[config.mk]
export PLATFORM = sky130hd
export DESIGN_NAME = muldiv_unit_flat
export DESIGN_NICKNAME = d
export VERILOG_FILES = /design/src/rtl/muldiv_unit_pkg.sv /design/src/rtl/muldiv_unit_if.sv /design/src/rtl/muldiv_unit.sv /design/src/flat_wrapper.sv
export SDC_FILE = /design/constraint.sdc
export NUM_CORES = 1
export LEC_CHECK = 0
export CELL_PAD_IN_SITES_DETAIL_PLACEMENT = 0
export CELL_PAD_IN_SITES_GLOBAL_PLACEMENT = 1
export CORE_ASPECT_RATIO = 1.2
export CORE_MARGIN = 10
export CORE_UTILIZATION = 45
export CTS_CLUSTER_DIAMETER = 80
export DETAILED_ROUTE_END_ITERATION = 6
export GPL_TIMING_DRIVEN = 0
export PLACE_DENSITY = 0.83
export RECOVER_POWER = 50
export SLEW_MARGIN = 20
export SYNTH_ARGS = -nofsm -noshare
export SYNTH_HDL_FRONTEND = slang
export SYNTH_SLANG_ARGS = --single-unit
[constraint.sdc]
create_clock -name clk -period 10.5 [get_ports clk]
set_clock_uncertainty 0.1 [all_clocks]
set_input_delay 1.05 -clock clk [delete_from_list [all_inputs] [get_ports clk]]
set_output_delay 1.05 -clock clk [all_outputs]
set_load 0.02 [all_outputs]
[src/rtl/muldiv_unit_pkg.sv]
// Shared constants for the RV32M multiply/divide unit: funct3 encodings,
// FSM state encodings, iteration count and small operand helpers.
package muldiv_unit_pkg;

    localparam int ITER_COUNT = 32;

    localparam logic [2:0] MD_MUL    = 3'b000;
    localparam logic [2:0] MD_MULH   = 3'b001;
    localparam logic [2:0] MD_MULHSU = 3'b010;
    localparam logic [2:0] MD_MULHU  = 3'b011;
    localparam logic [2:0] MD_DIV    = 3'b100;
    localparam logic [2:0] MD_DIVU   = 3'b101;
    localparam logic [2:0] MD_REM    = 3'b110;
    localparam logic [2:0] MD_REMU   = 3'b111;

    localparam logic [1:0] ST_IDLE = 2'd0;
    localparam logic [1:0] ST_CALC = 2'd1;
    localparam logic [1:0] ST_FIX  = 2'd2;
    localparam logic [1:0] ST_DONE = 2'd3;

    // rs1 is treated as signed for MULH, MULHSU, DIV and REM
    function automatic logic signed_a(input logic [2:0] f);
        case (f)
            MD_MULH, MD_MULHSU, MD_DIV, MD_REM: signed_a = 1'b1;
            default:                            signed_a = 1'b0;
        endcase
    endfunction

    // rs2 is treated as signed for MULH, DIV and REM
    function automatic logic signed_b(input logic [2:0] f);
        case (f)
            MD_MULH, MD_DIV, MD_REM: signed_b = 1'b1;
            default:                 signed_b = 1'b0;
        endcase
    endfunction

    // two's complement negation, modulo 2^32
    function automatic logic [31:0] neg32(input logic [31:0] v);
        return ~v + 32'd1;
    endfunction

endpackage

[src/rtl/muldiv_unit_if.sv]
// Request/response bundle between the execute stage and the mul/div unit.
interface muldiv_unit_if;
    logic        start;
    logic [2:0]  funct3;
    logic [31:0] rs1;
    logic [31:0] rs2;
    logic        busy;
    logic        done;
    logic [31:0] result;

    modport master (
        output start, funct3, rs1, rs2,
        input  busy, done, result
    );

    modport slave (
        input  start, funct3, rs1, rs2,
        output busy, done, result
    );
endinterface

[src/rtl/muldiv_unit.sv]
// Iterative RV32M multiply/divide unit. Operands are reduced to magnitudes
// at start, 32 shift-add / restoring shift-subtract steps run one per cycle,
// and the sign fixup plus special cases are applied in a single FIX cycle.
module muldiv_unit
    import muldiv_unit_pkg::*;
#(
    parameter int XLEN = 32
) (
    input  logic          clk,
    input  logic          rst,
    muldiv_unit_if.slave  bus
);

    logic [1:0]      state_q,  state_d;
    logic [4:0]      cnt_q,    cnt_d;
    logic [2:0]      op_q,     op_d;
    logic            neg_q,    neg_d;     // result sign: operand signs differ
    logic            sa_q,     sa_d;      // dividend sign, for remainder
    logic            dz_q,     dz_d;      // divisor was zero
    logic [XLEN-1:0] opnd_q,   opnd_d;    // |rs1| for multiply, |rs2| for divide
    logic [XLEN-1:0] hi_q,     hi_d;      // product high half / partial remainder
    logic [XLEN-1:0] lo_q,     lo_d;      // multiplier|product low / quotient
    logic [XLEN-1:0] result_q, result_d;
    logic            busy_q,   busy_d;
    logic            done_q,   done_d;

    logic            sa_s, sb_s;
    logic [XLEN-1:0] a_mag_s, b_mag_s;
    logic [XLEN:0]   sum_s;
    logic [XLEN:0]   shifted_s;
    logic [XLEN:0]   diff_s;
    logic [63:0]     prod_s, prod_neg_s;

    // next-state, iteration datapath and result fixup
    always_comb begin
        state_d    = state_q;
        cnt_d      = cnt_q;
        op_d       = op_q;
        neg_d      = neg_q;
        sa_d       = sa_q;
        dz_d       = dz_q;
        opnd_d     = opnd_q;
        hi_d       = hi_q;
        lo_d       = lo_q;
        result_d   = result_q;
        done_d     = 1'b0;
        sa_s       = signed_a(bus.funct3) & bus.rs1[31];
        sb_s       = signed_b(bus.funct3) & bus.rs2[31];
        a_mag_s    = sa_s ? neg32(bus.rs1) : bus.rs1;
        b_mag_s    = sb_s ? neg32(bus.rs2) : bus.rs2;
        sum_s      = {1'b0, hi_q} + {1'b0, (lo_q[0] ? opnd_q : {XLEN{1'b0}})};
        shifted_s  = {hi_q, lo_q[XLEN-1]};
        diff_s     = shifted_s - {1'b0, opnd_q};
        prod_s     = {hi_q, lo_q};
        prod_neg_s = ~prod_s + 64'd1;

        case (state_q)
            ST_IDLE: begin
                if (bus.start) begin
                    op_d  = bus.funct3;
                    neg_d = sa_s ^ sb_s;
                    sa_d  = sa_s;
                    dz_d  = (bus.rs2 == 32'd0);
                    hi_d  = {XLEN{1'b0}};
                    cnt_d = 5'd0;
                    if (bus.funct3[2]) begin
                        opnd_d = b_mag_s;
                        lo_d   = a_mag_s;
                    end else begin
                        opnd_d = a_mag_s;
                        lo_d   = b_mag_s;
                    end
                    state_d = ST_CALC;
                end else begin
                    state_d = ST_IDLE;
                end
            end
            ST_CALC: begin
                if (op_q[2]) begin
                    // restoring divide: subtract when the shifted remainder covers the divisor
                    if (shifted_s >= {1'b0, opnd_q}) begin
                        hi_d = diff_s[XLEN-1:0];
                        lo_d = {lo_q[XLEN-2:0], 1'b1};
                    end else begin
                        hi_d = shifted_s[XLEN-1:0];
                        lo_d = {lo_q[XLEN-2:0], 1'b0};
                    end
                end else begin
                    // shift-add multiply: product shifts right through hi:lo
                    hi_d = sum_s[XLEN:1];
                    lo_d = {sum_s[0], lo_q[XLEN-1:1]};
                end
                cnt_d = cnt_q + 5'd1;
                if (cnt_q == 5'(ITER_COUNT - 1)) begin
                    state_d = ST_FIX;
                end else begin
                    state_d = ST_CALC;
                end
            end
            ST_FIX: begin
                case (op_q)
                    MD_MUL:                       result_d = lo_q;
                    MD_MULH, MD_MULHSU, MD_MULHU: result_d = neg_q ? prod_neg_s[63:32] : prod_s[63:32];
                    MD_DIV, MD_DIVU:              result_d = dz_q ? 32'hFFFF_FFFF : (neg_q ? neg32(lo_q) : lo_q);
                    MD_REM, MD_REMU:              result_d = sa_q ? neg32(hi_q) : hi_q;
                    default:                      result_d = 32'd0;
                endcase
                done_d  = 1'b1;
                state_d = ST_DONE;
            end
            ST_DONE: begin
                state_d = ST_IDLE;
            end
            default: begin
                state_d = ST_IDLE;
            end
        endcase

        busy_d = (state_d != ST_IDLE);
    end

    // state and datapath registers, cleared asynchronously by rst
    always_ff @(posedge clk or posedge rst) begin
        if (rst) begin
            state_q  <= ST_IDLE;
            cnt_q    <= 5'd0;
            op_q     <= 3'd0;
            neg_q    <= 1'b0;
            sa_q     <= 1'b0;
            dz_q     <= 1'b0;
            opnd_q   <= {XLEN{1'b0}};
            hi_q     <= {XLEN{1'b0}};
            lo_q     <= {XLEN{1'b0}};
            result_q <= {XLEN{1'b0}};
            busy_q   <= 1'b0;
            done_q   <= 1'b0;
        end else begin
            state_q  <= state_d;
            cnt_q    <= cnt_d;
            op_q     <= op_d;
            neg_q    <= neg_d;
            sa_q     <= sa_d;
            dz_q     <= dz_d;
            opnd_q   <= opnd_d;
            hi_q     <= hi_d;
            lo_q     <= lo_d;
            result_q <= result_d;
            busy_q   <= busy_d;
            done_q   <= done_d;
        end
    end

    assign bus.busy   = busy_q;
    assign bus.done   = done_q;
    assign bus.result = result_q;

endmodule

[src/flat_wrapper.sv]
// flat-port wrapper written by rule: the top's interface ports become plain ports
module muldiv_unit_flat import muldiv_unit_pkg::*;
#(
    parameter int XLEN = 32
)
  (clk, rst, bus_start, bus_funct3, bus_rs1, bus_rs2, bus_busy, bus_done, bus_result);
  muldiv_unit_if bus_i ();
  input  logic clk;
  input  logic rst;
  input wire logic [$bits(bus_i.start)-1:0] bus_start;
  input wire logic [$bits(bus_i.funct3)-1:0] bus_funct3;
  input wire logic [$bits(bus_i.rs1)-1:0] bus_rs1;
  input wire logic [$bits(bus_i.rs2)-1:0] bus_rs2;
  output wire logic [$bits(bus_i.busy)-1:0] bus_busy;
  output wire logic [$bits(bus_i.done)-1:0] bus_done;
  output wire logic [$bits(bus_i.result)-1:0] bus_result;
  assign bus_i.start = bus_start;
  assign bus_i.funct3 = bus_funct3;
  assign bus_i.rs1 = bus_rs1;
  assign bus_i.rs2 = bus_rs2;
  assign bus_busy = bus_i.busy;
  assign bus_done = bus_i.done;
  assign bus_result = bus_i.result;
  muldiv_unit #(.XLEN(XLEN)) u_core (.clk(clk), .rst(rst), .bus(bus_i));
endmodule
* Word-level counts from Yosys, hierarchy flattened
Cells that the tools add are included. Widths: inputs -> output; s select.
Cells by class: add/subtract/negate cells 8, magnitude comparators 1, equal/unequal tests 16, multiplexer cells 26, bitwise gates (word level) 8, reductions and logical operators 12
Operator list (count):
- $mux 32 | 14
- $add 32x1->32 const B | 4
- $not 32->32 | 4
- $pmux 32 s2 | 2
- $pmux 32 s4 | 1
- $add 64x1->64 const B | 1
- $not 64->64 | 1
- $add 32x32->33 | 1
- $ge 33x32->1 | 1
- $logic_not 32->1 | 1
- $sub 32x32->32 | 1
- $eq 3x3->1 const B | 6
- $pmux 5 s2 | 1
- $eq 3x2->1 const B | 3
- $pmux 2 s4 | 1
- $eq 3x1->1 const B | 2
- $reduce_or 3->1 | 2
- $add 5x1->5 const B | 1
- $eq 5x5->1 const B | 1
- $mux 1 | 5
- $mux 5 | 1
- $eq 2x2->1 const B | 2
- $reduce_and 2->1 | 2
- $reduce_bool 2->1 | 2
- 9 further kinds | 11
Word-level totals: flip-flop bits (word level) 143, bits of input ports 70, output and inout port bits 34, logic and storage cells 83

* Longest topological paths before layout
word-level depth 8, mapped depth 14, gate-level depth less buffers 13

* Least setup slack after synthesis
Ideal clock, no wire load.
path kind input -> register, start point input bus_rs2[4], end point register u_core.lo_q[29], library setup time 137 ps, arrival 3363 ps, required time 10263 ps, slack 6900 ps, cell stages on the path 9, buffers on the path 0, path through or4_1 nor4_1 nand4b_1 or4_1 o21ai_0 xor2_1 nand2_1 nand3_1 o211ai_1
On the way: word-level cells in the longest chain between the ends 6
RTL lines:
- start: declaration | line flat_wrapper.sv:13 | input wire logic [$bits(bus_i.rs2)-1:0] bus_rs2;
- $not 32->32 | line muldiv_unit_pkg.sv:39 | return ~v + 32'd1;
- $add 32x1->32 | line muldiv_unit_pkg.sv:39
- $mux 32 | line muldiv_unit.sv:50 | b_mag_s = sb_s ? neg32(bus.rs2) : bus.rs2;
- $mux 32 | line muldiv_unit.sv:66 | if (bus.funct3[2]) begin
- $mux 32 | line muldiv_unit.sv:59 | if (bus.start) begin
- $pmux 32 s2 | line muldiv_unit.sv:57 | case (state_q)
- end signal: assignment | line muldiv_unit.sv:133 | lo_q <= {XLEN{1'b0}};
- end signal: assignment | line muldiv_unit.sv:146 | lo_q <= lo_d;
- end: declaration | line muldiv_unit.sv:22 | logic [XLEN-1:0] lo_q, lo_d;
No other way between the ends. The select of a mux whose other input is x is not followed. A chain may end at the register's enable or synchronous reset.

* Worst setup path after layout
start point register u_core.hi_q[1], end point register u_core.result_q[28] (netlist: u_core.bus.result[28])
On the way: word-level cells in the longest chain between the ends 4, elaborated cells between the ends (all ways) 7, those cells by class 2 x add/sub; 3 x mux; 2 x bitwise
RTL lines:
- start: declaration | line muldiv_unit.sv:21 | logic [XLEN-1:0] hi_q, hi_d;
- start signal: assignment | line muldiv_unit.sv:132 | hi_q <= {XLEN{1'b0}};
- start signal: assignment | line muldiv_unit.sv:145 | hi_q <= hi_d;
- $not 64->64 or $not 32->32 (tied branches) | line muldiv_unit.sv:55, muldiv_unit_pkg.sv:39
- $add 64x1->64 or $add 32x1->32 (tied branches) | line muldiv_unit.sv:55, muldiv_unit_pkg.sv:39
- $mux 32, on equally long branches | line muldiv_unit.sv:103, muldiv_unit.sv:105
- $pmux 32 s4 * | line muldiv_unit.sv:101 | case (op_q)
- end signal: assignment | line muldiv_unit.sv:134 | result_q <= {XLEN{1'b0}};
- end signal: assignment | line muldiv_unit.sv:147 | result_q <= result_d;
- end: declaration | line muldiv_unit.sv:23 | logic [XLEN-1:0] result_q, result_d;
Mark *: on every way between the ends. The rest lies on a longest branch, timed or not.

==> qor.yml <==
route:
  drcViolationCount: 0
  wire_per_inst_um: 25.5
  via_per_inst: 6.34
  vias: 15900
  dr.first_iter.drc_count: 1522
  drt-pass1-iter-count: 7
  drtAntennaViolNets: 0
  routed_wl_mm: 63.7
setup_path:
  cpMostUsedCell: "o21ai_0"
  critPathKind: "register to register"
  start_kind: "register"
  arrival_ps: 4820
  cp_slowest_cell: "nor4b_1"
  end_kind: "register"
  crit_family: "simple AND/OR/NAND/NOR gates"
  path_cells: "clkbuf_1 -> inv_1 -> ha_1 -> or3b_2 -> nor4b_1 -> nand4_1 -> nor4_1 -> nand3_1 -> o21ai_0 -> o221ai_1 -> a222oi_1 -> o21ai_0"
  path_max_fanout: 7
  max_stage_delay_ps: 910
  required_ps: 10730
  crit_buf_inv: 2
clock_tree:
  clkTransAtPathRegs_ps: 80
  cts-root-buf: "clkbuf_16"
  worst_skew_pair.late_latency_ps: 460
  post_cts_buffers: 0
  postCtsHoldBufs: 0
  tritoncts: "done"
  clk_path_buf_depth: 2
  htree_levels: 4
  cts_buffers: 17
  clock_sinks: 143
  cts_resized: 0
die:
  io_pins: 104
  rows: 72
  start_util_pct: 45.4
  die_w_um: 184
  fp.dieArea_um2: 40000
  fp.dieH_um: 217
  core_um2: 32200
grt:
  grt_first_pass_wirelength_mm: 95.1
  grt.overflow.total: 0
  grt_pass1_vias: 15200
  grt_max_degree: 89
  antenna_found_initial: 0
  grtUsageTotal_pct: 31.3
final_layout:
  register_area_um2: 3580
  final_area_um2: 16800
  diodes: 0
  finalNetCount: 2224
  area_growth_pct: 14.9
  drive_gt1_share_pct: 3.29
  fillers: 3271
  multi_input_area_um2: 10100
timing:
  relSlewSlack_pct: -89.2
  min_period_over_period_pct: 43.7
  fin_crit_ps: 4590
  slew_viol_final: 56
  fmax_mhz: 218
  finalSetupViolCount: 0
  setup_ws_ps: 5910
  tightest_slew_ps: 2820
  tns_ps: 0
  final_hold_viol_count: 0
  rsz0062_at_grt: "no"
synth:
  synth_warnings: 0
  ys_types: 78
  synth_top_area_share_pct: 24.5
  syn-cell-area_um2: 14600
  ys_ff_latch: 143
  synth_area_per_cell_um2: 7.45
  synth.area.top_cells: "dfrtp_1, o21ai_0, xnor2_1"
  synth_flop_cell: "dfrtp_1"
  synth_edf_count: 0
  async_flop_share_pct: 100
  synthCells: 1959
  synth_most_common_cell: "nand2_1"
  yosysSeqAreaShare_pct: 24.5
  synth.net_count: 2101
  yosys.area.top_type: "dfrtp_1"
  synth_common_cells: "nand2_1, o21ai_0, nor2_1"
power_and_ir_drop:
  ir_worst_vdd_mv: 0.152
  p_per_area_nw_per_um2: 373
  p_leak_uw: 0.00665
min_path:
  hold_path.class: "register to register"
status:
  violations: "capacitance limit, slew limit"
  status: "finished with violations"
place:
  dp_slack_ps: 5760
  placedInstanceArea_um2: 16200
  dp_hpwl_mm: 51.1
  io_buffers: 103
  place.gp.congestion: 1.03
flow_run:
  maxCapViolations: 1
power by group:
| group | internal, uW | switching, uW | total [uW] |
|---|---|---|---|
| clock network | 324 | 319 | 643 |
| registers | 788 | 247 | 1040 |
| logic | 1670 | 2900 | 4570 |
placed cells by master, fill, tap and decap left out, drive strengths merged, types with 18 or more instances in the layout:
cell	n
a211oi	49
a21o	41
a21oi	152
a22oi	19
a31oi	30
buf	28
clkbuf	143
clkdlybuf4s50	87
dfrtp	143
ha	70
inv	80
mux2i	49
nand2	216
nand2b	20
nand3	34
nand4	18
nor2	173
nor3	50
nor4	18
o211ai	30
o21ai	199
o31ai	25
xnor2	103
xor2	91
tightest hold or removal path, stage by stage, from the launching register on:
cell and delay (ps):
dfrtp_1 340, nand2_1 40, o21ai_0 60
cell type report:
| type | instances | share of cell area, % |
|---|---|---|
| multi-input combinational | 1590 | 60.5 |
| sequential | 143 | 21.3 |
| timing repair buffer | 104 | 6.31 |
| buffer | 153 | 3.57 |
| tap | 407 | 3.04 |
| clock buffer | 17 | 2.54 |
| inverter | 73 | 1.64 |
| clock inverter | 15 | 1.10 |
stage by stage:
stage / hold WS [ps] / power (uW) / util, % / std cells
after floorplan: 349 / 4110 / - / 1959
after global placement: 362 / 5440 / 50.1 / 2469
after detailed placement: 371 / 5460 / 50.2 / 2470
after CTS: 394 / 6130 / 52.1 / 2502
after global routing: 407 / 6660 / 52.1 / 2502
final: 379 / 6250 / 52.1 / 2502
worst paths after layout:
kind | startpoint | to | slack [ps] | cells after the start
hold reg to reg | u_core.bus.result[23]$_DFFE_PP0P_ | u_core.bus.result[23]$_DFFE_PP0P_ | 380 | 2
setup reg to reg | u_core.hi_q[1]$_DFFE_PP0P_ | u_core.bus.result[28]$_DFFE_PP0P_ | 5910 | 12
min in group asynchronous | rst | u_core.bus.result[18]$_DFFE_PP0P_ | 1700 | 2
hold / removal | u_core.bus.result[23]$_DFFE_PP0P_ | u_core.bus.result[23]$_DFFE_PP0P_ | 380 | 2
max in group asynchronous | rst | u_core.opnd_q[0]$_DFFE_PP0P_ | 7260 | 2
setup / recovery | u_core.hi_q[1]$_DFFE_PP0P_ | u_core.bus.result[28]$_DFFE_PP0P_ | 5910 | 12
sequential cells by signal (all words and copies together) (netlist names), 2 cells and up:
signal / cells
u_core.op_q: 3
u_core.lo_q: 32
u_core.hi_q: 32
u_core.bus.result: 32
u_core.state_q: 2
u_core.cnt_q: 5
u_core.opnd_q: 32
cells by family (layout without fill, tap and decap cells):
family / Yosys count / after routing / share of synthesized area, %
mux: 56 / 56 / 3.90
simple gates: 622 / 622 / 19.8
flops: 143 / 143 / 24.5
fa+ha+maj: 72 / 72 / 6.28
xor+xnor: 194 / 194 / 11.6
compound gates: 646 / 646 / 27.9
buf+inv: 226 / 362 / 5.98
metal layers:
metal	part of all wire, %	vias to the layer above	GRT usage (%)
li1	-	7314	-
met4	6.1	0	18.8
met5	0	-	0.375
met2	46	797	50.4
met1	41	7602	38.3
met3	6.9	159	5.20
Note: power is estimated with default switching activity, not from simulation.
